[src/rtl/rsa_bus_pkg.sv]
// rtl/rsa_bus_pkg.sv - shared constants and FSM encoding for the RSA bus controller
// Purpose: register offsets (addr[4:2]), STATUS bit indices, controller state
//          encoding and the data word returned when a stalled RESULT read expires.
// Ports:   none (package).
// Config:  RSA_TIMEOUT_EN adds the ST_TIMEOUT state.
package rsa_bus_pkg;

  localparam logic [2:0] OFF_CTRL   = 3'd0;
  localparam logic [2:0] OFF_STATUS = 3'd1;
  localparam logic [2:0] OFF_MSG    = 3'd2;
  localparam logic [2:0] OFF_EXP    = 3'd3;
  localparam logic [2:0] OFF_MOD    = 3'd4;
  localparam logic [2:0] OFF_RESULT = 3'd5;

  localparam int CTRL_START   = 0;
  localparam int STAT_BUSY    = 0;
  localparam int STAT_DONE    = 1;
  localparam int STAT_ERR     = 2;
  localparam int STAT_TIMEOUT = 3;

  localparam logic [31:0] TIMEOUT_DATA = 32'hDEAD_BEEF;

  typedef enum logic [1:0] {
    ST_IDLE      = 2'd0,
    ST_RESP      = 2'd1,
    ST_WAIT_DONE = 2'd2
`ifdef RSA_TIMEOUT_EN
    ,
    ST_TIMEOUT   = 2'd3
`endif
  } rsa_state_e;

endpackage

[src/rtl/rsa_operand_reg.sv]
// rtl/rsa_operand_reg.sv - DW-bit operand register with byte-lane write enables
// Purpose: holds one accelerator operand; each byte lane loads independently.
// Ports:   clk  - system clock
//          clr  - synchronous clear (highest priority)
//          be   - per-byte write enables, bit i covers d[8i+7:8i]
//          d    - write data
//          q    - register contents
module rsa_operand_reg #(
  parameter int DW = 32
) (
  input  logic            clk,
  input  logic            clr,
  input  logic [DW/8-1:0] be,
  input  logic [DW-1:0]   d,
  output logic [DW-1:0]   q
);

  always_ff @(posedge clk) begin
    if (clr) begin
      q <= '0;
    end else begin
      for (int i = 0; i < DW/8; i++) begin
        if (be[i]) q[i*8 +: 8] <= d[i*8 +: 8];
      end
    end
  end

endmodule

[src/rtl/rsa_bus_ctrl.sv]
// rtl/rsa_bus_ctrl.sv - core-to-accelerator register bank with stalling RESULT read
// Purpose: decodes core loads/stores (addr[4:2]) into CTRL/STATUS/MSG/EXP/MOD/RESULT,
//          launches the modular-exponentiation accelerator and holds ack low while
//          a RESULT read waits for completion.
// Ports:   clk, rst (sync, active-high)
//          rsa_en, addr, wdata, store_we (0000 = load) - core request, stable until ack
//          rdata, ack                                  - core response (ack is 1 cycle)
//          rsa_start, rsa_msg, rsa_exp, rsa_mod        - accelerator launch + operands
//          rsa_done, rsa_result                        - accelerator completion
// Config:  RSA_TIMEOUT_EN - bounds the RESULT stall to TIMEOUT_CYCLES and reports
//          expiry through STATUS bit3 and TIMEOUT_DATA.
module rsa_bus_ctrl
  import rsa_bus_pkg::*;
#(
  parameter int DW             = 32,
  parameter int TIMEOUT_CYCLES = 4096
) (
  input  logic          clk,
  input  logic          rst,
  input  logic          rsa_en,
  input  logic [31:0]   addr,
  input  logic [31:0]   wdata,
  input  logic [3:0]    store_we,
  output logic [31:0]   rdata,
  output logic          ack,
  output logic          rsa_start,
  output logic [DW-1:0] rsa_msg,
  output logic [DW-1:0] rsa_exp,
  output logic [DW-1:0] rsa_mod,
  input  logic          rsa_done,
  input  logic [DW-1:0] rsa_result
);

  localparam int NB = DW / 8;

  rsa_state_e    state_q, state_d;
  logic          busy, done_flag, err;
  logic [DW-1:0] result_q;
  logic [31:0]   status_word, rd_mux;

  logic [2:0] reg_off;
  logic       is_write, accept, wr_acc, done_ok, busy_eff;
  logic       start_req, start_ok, result_stall, err_clr;
  logic       unused_addr_bits;

  assign reg_off          = addr[4:2];
  assign unused_addr_bits = ^{addr[31:5], addr[1:0]};
  assign is_write         = |store_we;
  // Only IDLE samples the request, so a request still held during RESP is not re-taken.
  assign accept           = (state_q == ST_IDLE) && rsa_en;
  assign wr_acc           = accept && is_write;
  assign done_ok          = rsa_done && busy;
  // A done arriving on the same edge retires the run before anything else looks at busy.
  assign busy_eff         = busy && !rsa_done;
  assign start_req        = wr_acc && (reg_off == OFF_CTRL) && store_we[0] && wdata[CTRL_START];
  assign start_ok         = start_req && !busy_eff;
  assign result_stall     = accept && !is_write && (reg_off == OFF_RESULT) && busy_eff;
  assign err_clr          = wr_acc && (reg_off == OFF_STATUS) && store_we[0] && wdata[STAT_ERR];

`ifdef RSA_TIMEOUT_EN
  localparam int CW = (TIMEOUT_CYCLES > 2) ? $clog2(TIMEOUT_CYCLES) : 1;
  logic [CW-1:0] tmo_cnt;
  logic          tmo_flag;
  logic          tmo_hit;
  assign tmo_hit = (state_q == ST_WAIT_DONE) && !done_ok && (tmo_cnt == CW'(TIMEOUT_CYCLES - 1));
`endif

  // Operand bank: byte lanes gated by the decoded offset; cleared by reset.
  logic [NB-1:0] msg_be, exp_be, mod_be;
  assign msg_be = (wr_acc && reg_off == OFF_MSG) ? NB'(store_we) : '0;
  assign exp_be = (wr_acc && reg_off == OFF_EXP) ? NB'(store_we) : '0;
  assign mod_be = (wr_acc && reg_off == OFF_MOD) ? NB'(store_we) : '0;

  rsa_operand_reg #(.DW(DW)) u_msg (.clk(clk), .clr(rst), .be(msg_be), .d(DW'(wdata)), .q(rsa_msg));
  rsa_operand_reg #(.DW(DW)) u_exp (.clk(clk), .clr(rst), .be(exp_be), .d(DW'(wdata)), .q(rsa_exp));
  rsa_operand_reg #(.DW(DW)) u_mod (.clk(clk), .clr(rst), .be(mod_be), .d(DW'(wdata)), .q(rsa_mod));

  always_comb begin
    status_word            = '0;
    status_word[STAT_BUSY] = busy;
    status_word[STAT_DONE] = done_flag;
    status_word[STAT_ERR]  = err;
`ifdef RSA_TIMEOUT_EN
    status_word[STAT_TIMEOUT] = tmo_flag;
`endif
  end

  always_comb begin
    rd_mux = '0;
    case (reg_off)
      OFF_STATUS: rd_mux = status_word;
      OFF_MSG:    rd_mux = 32'(rsa_msg);
      OFF_EXP:    rd_mux = 32'(rsa_exp);
      OFF_MOD:    rd_mux = 32'(rsa_mod);
      OFF_RESULT: rd_mux = 32'(done_ok ? rsa_result : result_q);
      default:    rd_mux = '0;
    endcase
  end

  always_ff @(posedge clk) begin
    if (rst) state_q <= ST_IDLE;
    else     state_q <= state_d;
  end

  always_comb begin
    state_d = state_q;
    ack     = 1'b0;
    case (state_q)
      ST_IDLE: begin
        if (rsa_en) state_d = result_stall ? ST_WAIT_DONE : ST_RESP;
      end
      ST_RESP: begin
        ack     = 1'b1;
        state_d = ST_IDLE;
      end
      ST_WAIT_DONE: begin
        if (done_ok) state_d = ST_RESP;
`ifdef RSA_TIMEOUT_EN
        else if (tmo_hit) state_d = ST_TIMEOUT;
`endif
      end
`ifdef RSA_TIMEOUT_EN
      // Response cycle for an expired stall; rdata already holds TIMEOUT_DATA.
      ST_TIMEOUT: begin
        ack     = 1'b1;
        state_d = ST_IDLE;
      end
`endif
      default: state_d = ST_IDLE;
    endcase
  end

  always_ff @(posedge clk) begin
    if (rst) begin
      rdata     <= '0;
      rsa_start <= 1'b0;
      busy      <= 1'b0;
      done_flag <= 1'b0;
      err       <= 1'b0;
      result_q  <= '0;
`ifdef RSA_TIMEOUT_EN
      tmo_cnt   <= '0;
      tmo_flag  <= 1'b0;
`endif
    end else begin
      rsa_start <= 1'b0;

      if (done_ok) begin
        result_q  <= rsa_result;
        busy      <= 1'b0;
        done_flag <= 1'b1;
      end

      // Ordered after the done update so a coincident done+start ends up busy again.
      if (start_ok) begin
        rsa_start <= 1'b1;
        busy      <= 1'b1;
        done_flag <= 1'b0;
`ifdef RSA_TIMEOUT_EN
        tmo_flag  <= 1'b0;
`endif
      end else if (start_req) begin
        err <= 1'b1;
      end

      if (err_clr) err <= 1'b0;

      if (accept) begin
        rdata <= is_write ? '0 : rd_mux;
      end else if (state_q == ST_WAIT_DONE && done_ok) begin
        rdata <= 32'(rsa_result);
      end

`ifdef RSA_TIMEOUT_EN
      if (state_q == ST_WAIT_DONE && !done_ok) begin
        if (tmo_hit) begin
          rdata    <= TIMEOUT_DATA;
          tmo_flag <= 1'b1;
          busy     <= 1'b0;
          tmo_cnt  <= '0;
        end else begin
          tmo_cnt <= tmo_cnt + 1'b1;
        end
      end else begin
        tmo_cnt <= '0;
      end
`endif
    end
  end

endmodule
[config.mk]
export PLATFORM = sky130hd
export DESIGN_NAME = rsa_bus_ctrl
export DESIGN_NICKNAME = d
export VERILOG_FILES = /design/src/rtl/rsa_bus_pkg.sv /design/src/rtl/rsa_operand_reg.sv /design/src/rtl/rsa_bus_ctrl.sv
export SDC_FILE = /design/constraint.sdc
export NUM_CORES = 1
export LEC_CHECK = 0
export CORE_MARGIN = 2
export CORE_UTILIZATION = 42
export CTS_CLUSTER_DIAMETER = 100
export CTS_CLUSTER_SIZE = 12
export DETAILED_ROUTE_END_ITERATION = 12
export PLACE_DENSITY_LB_ADDON = 0.08
export SLEW_MARGIN = 10
export SYNTH_ARGS = -nofsm -noshare
export SYNTH_HDL_FRONTEND = slang
export SYNTH_SLANG_ARGS = --single-unit
export TNS_END_PERCENT = 50
[constraint.sdc]
create_clock -name clk -period 1.77 [get_ports clk]
set_input_delay 0.177 -clock clk [delete_from_list [all_inputs] [get_ports clk]]
set_output_delay 0.177 -clock clk [all_outputs]
set_load 0.02 [all_outputs]
---- Word level (Yosys, flattened, before mapping) ----
Index checks and enable logic that the tools add are counted.
word-level totals
  output and inout port bits .............. 130
  register bits after elaboration ......... 166
  input bits .............................. 104
operators by class
  bitwise gates (word level) .............. 1
  reductions and logical operators ........ 30
  eq/ne operators ......................... 9
  multiplexer cells ....................... 16
operators by type and width
  cell                count
  $pmux 32 s5         1
  $mux 32             4
  $logic_and 1x1->1   18
  $mux 4              3
  $eq 3x2->1 const B  2
  $eq 3x3->1 const B  2
  $mux 2              3
  $mux 1              4
  $ne 2x2->1 const B  2
  $pmux 2 s2          1
  $reduce_and 2->1    2
  $reduce_bool 2->1   2
  $reduce_or 2->1     2
  $reduce_or 4->1     1
  $eq 3x1->1 const B  1
  $logic_not 1->1     3
  $logic_not 3->1     1
  $eq 2x1->1 const B  1
  $eq 2x2->1 const B  1
  $logic_not 2->1     1
  $not 1->1           1

---- Depth between registers and ports, before layout ----
  word-level depth ........................ 9
  gate-level depth with buffers ........... 8

---- By module ----
Synthesis repeated with hierarchy kept, for this count alone.
unflattened totals
  cells, all modules ...................... 774
  area, all modules ....................... 7598.5 sq um
modules (own cells, without submodules)
  module           times used  sequential area each (sq um)  area each (sq um)  cells each
  rsa_bus_ctrl     1           1401.3                        4175.3             465
  rsa_operand_reg  3           640.6                         1141.1             103

---- Least setup slack after synthesis ----
OpenSTA, ideal clock, no wires.
  kind .................................... register to register
  from .................................... reg state_q[1]
  to ...................................... reg err
  stages on the path, launching flop included .. 7
  slack ................................... -145 ps
  data arrival time ....................... 1824 ps
  setup time .............................. 91 ps
  cells stage by stage .................... dfxtp_1 -> buf_6 -> or3b_1 -> buf_2 -> or4b_4 -> o21ba_1 -> a311oi_1
on the way
  word-level cells in the longest chain between the ends .. 9
  elaborated cells on any way between the ends .. 13
  those cells by class .................... 1 x bitwise; 12 x reduce/logical
ends and longest elaborated chain
  what                            line                 RTL
  start: declaration              rsa_bus_ctrl.sv:36   rsa_state_e state_q, state_d;
  start signal: assignment        rsa_bus_ctrl.sv:102  else state_q <= state_d;
  $logic_not 2->1 *               rsa_bus_ctrl.sv:50   assign accept = (state_q == ST_IDLE) && rsa_en;
  $logic_and 1x1->1 *             rsa_bus_ctrl.sv:50
  $logic_and 1x1->1 *             rsa_bus_ctrl.sv:51   assign wr_acc = accept && is_write;
  $logic_and 1x1->1 (3 in a row)  rsa_bus_ctrl.sv:55   assign start_req = wr_acc && (reg_off == OFF_CTRL) && store_we[0] && wdata[CTRL_START];
  $logic_and 1x1->1               rsa_bus_ctrl.sv:56   assign start_ok = start_req && !busy_eff;
  $not 1->1 (no line)             -
  $reduce_and 2->1 (no line)      -
  end signal: assignment          rsa_bus_ctrl.sv:139  err <= 1'b0;
  end signal: assignment          rsa_bus_ctrl.sv:163  err <= 1'b1;
  end signal: assignment          rsa_bus_ctrl.sv:166  if (err_clr) err <= 1'b0;
  end: declaration                rsa_bus_ctrl.sv:37   logic busy, done_flag, err;
Every way passes the cells marked *; elsewhere a longest branch is shown, timed or not.
A chain may end at the register's enable or synchronous reset.

---- Worst setup path in the final report ----
Same ends and word-level chain as after synthesis.

==> flow_summary.ini <==
[sta]
rsz0062_at_grt = yes
drv_slew = 0
finalSetupViolCount = 0
fin_skew_ns = 0.0102
max_slew_margin_pct = 70.4
post-route-min-period_ns = 1.75
tightest_slew_ns = 0.444
worst_slack_ns = 0.0227
hold_violations = 0
timing.fmax_mhz = 572
setup_tns_ns = 0
fin_crit_sh_pct = 98.7

[route]
drt_iter0_markers = 422
remaining_drc_errors = 0
vias_per_cell = 5.35
vias = 6920
wl_per_cell_um = 16.9
wirelength_um = 21900
route.antenna.remaining_nets = 0
first_pass_iters = 4

[synthesis]
synth-edff-count = 0
netlist_top_cells_area = dfxtp_1 45%, mux2i_1 13%, a21oi_1 8.2%, nor2_1 5.1%, a21bo_2 3.9%
ys.flop_type = dfxtp_1
yosysSeqAreaShare_pct = 45.0
yosysWarnings = 0
syn_nets = 942
ys_seq_elements = 166
avgSynthCellArea_um2 = 8.82
synth_cells = 838
synth_top_area_share_pct = 45.0
synthArstFlopShare_pct = 0
yosys.area.top_type = dfxtp_1
yosysUniqueCellTypes = 40
syn_area_um2 = 7390

[cells_and_area]
fillers = 1533
antennaDiodeCount = 0
area_growth_pct = 45.8
utilization_pct = 62.5
final_layout_size_suffix_gt1_share_pct = 14.2
nNetsFinal = 1160
final_area_um2 = 10800

[cts]
htreeDepth = 4
path_clk_slew_ns = 0.07
tritoncts = done
cts_max_path_buffers = 2
cts_root_buf = clkbuf_16
ctsHoldBuffers = 0
numCtsBuffers = 17
clk_latency_ns = 0.43
cts.sinks = 166

[critical_path]
worstSetupPathType = reg -> reg
crit_start = state_q[1]$_SDFFE_PP0P_
r2r_start = state_q[1]$_SDFFE_PP0P_
critPathLaunchType = flip-flop
critPathRequiredTime_ns = 2.10
worstPathMaxFanout = 4
cp_data_arrival_time_ns = 2.08
critPathCaptureType = flip-flop

[worst_hold_path]
holdCritPathClass = in -> reg
min_from = rst

[placed_design]
pre_cts_ws_ns = -0.479
postPlaceCellArea_um2 = 10100
port_buffers = 204
routabilityCongestion = 0.806
dp_hpwl_um = 15600

[floorplan]
io_pins = 234
core_um2 = 17200
die_x_um = 137
rows = 48
dieArea_um2 = 18700
initial_utilization_pct = 42.9
die_h_um = 137

[power]
p_leak_nw = 4.00
max-vdd-ir-drop_uv = 637
powerDensity_nw_per_um2 = 792

[global_route]
grt_antenna_before_repair = 0
grt_max_degree = 57
grt_pass1_wl_um = 34300
grt_pass1_vias = 6521
overflow = 0
grt_usage_pct = 23.4

[status]
status = finished, final reports clean

[job]
max_cap_violations = 0
==> area by class of cell <==
class | instances | area [um2] | share of cell area [%]
tap | 225 | 282 | 2.61
sequential | 166 | 3330 | 30.9
clock buffer | 20 | 457 | 4.24
timing repair buffer | 273 | 2710 | 25.2
multi-input combinational | 593 | 3860 | 35.8
clock inverter | 12 | 120 | 1.11
inverter | 5 | 18.8 | 0.174
==> worst max-delay path, stage by stage (launching register included) <==
cell and delay [ns]:
dfxtp_1 0.31, or3b_4 0.43, or4b_4 0.53, o21ba_1 0.19, a311oi_1 0.20
==> cells by family (layout without fill, tap and decap cells) <==
group	after synthesis	after routing	share of synthesized area, %
compound gates	258	258	23.0
buf+inv	79	310	4.30
simple gates	236	236	14.3
mux	99	99	13.4
flops	166	166	45.0
==> stage by stage <==
stage / std cells / power, mW / hold slack, ns
finish: 1294 / 8.53 / 0.175
global route: 1294 / 8.83 / 0.184
CTS: 1293 / 8.59 / 0.156
detailed placement: 1261 / 4.99 / 0.465
global placement: 1261 / 4.99 / 0.463
floorplan: 838 / 4.40 / 0.283
==> timing repair <==
item,CTS,global route
endpoints found under the setup margin,36,53
pin swaps,0,3
resized for setup,3,16
buffers inserted,0,1
==> registers in the layout (all words and copies together) (netlist names) <==
register	flops
busy	1
done_flag	1
err	1
rdata	32
result_q	32
rsa_start	1
state_q	2
u_exp.q	32
u_mod.q	32
u_msg.q	32
==> Yosys cell counts, types with 3 or more instances <==
master and count:
dfxtp_1 166, a21oi_1 121, nor2_1 100, mux2i_1 99, nand2_1 68, clkbuf_1 54
nand3_1 33, a211oi_1 29, a21bo_2 29, o21ai_0 29, o2bb2ai_1 29, buf_2 11
buf_1 8, inv_1 5, nand2b_1 5, a21o_1 4, and4_1 4, nand4_1 4
nor2b_1 4, nor4b_1 4, nand4b_1 3, o211ai_1 3, o21ba_2 3, o221ai_1 3
o32a_1 3
==> placed cells by master (no fill, tap or decap), types with 3 or more instances in the layout <==
master | synthesis | final
a211oi_1 | 29 | 29
a21bo_2 | 29 | 29
a21o_1 | 4 | 4
a21oi_1 | 121 | 120
and4_1 | 4 | 4
buf_12 | 0 | 12
buf_4 | 0 | 54
buf_6 | 1 | 4
clkbuf_16 | 0 | 17
clkdlybuf4s50_1 | 0 | 200
clkinvlp_4 | 0 | 4
dfxtp_1 | 166 | 164
inv_1 | 5 | 5
inv_6 | 0 | 3
mux2i_1 | 99 | 99
nand2_1 | 68 | 68
nand2b_1 | 5 | 3
nand3_1 | 33 | 33
nand4_1 | 4 | 4
nand4b_1 | 3 | 3
nor2_1 | 100 | 100
nor2b_1 | 4 | 3
nor4b_4 | 0 | 4
o211ai_1 | 3 | 3
o21ai_0 | 29 | 29
o21ba_2 | 3 | 3
o221ai_1 | 3 | 3
o2bb2ai_1 | 29 | 29
o32a_1 | 3 | 3
==> metal layers <==
metal  track usage (%)  vias to the layer above  part of all wire [%]  wire (um)
met4              6.48                        0                   1.4        301
li1                  -                     3444                     -          -
met1              32.5                     3239                    47      10200
met3              5.59                       24                   6.3       1370
met5                 0                        -                     0          0
met2              36.3                      213                    46      10000
==> power breakdown <==
group / internal, mW / switching [mW]
registers: 3.82 / 0.0505
logic: 0.510 / 0.549
clock network: 2.03 / 1.57
==> final timing paths <==
kind	to	slack, ns	cells past startpoint
worst max-delay path	err$_SDFFE_PP0P_	0.02	4
worst max register to register	err$_SDFFE_PP0P_	0.02	4
worst min register to register	u_exp.q[28]$_SDFFE_PP0P_	0.47	2
worst min-delay path	u_mod.q[18]$_SDFFE_PP0P_	0.18	2
Note: power is estimated with default switching activity, not from simulation.
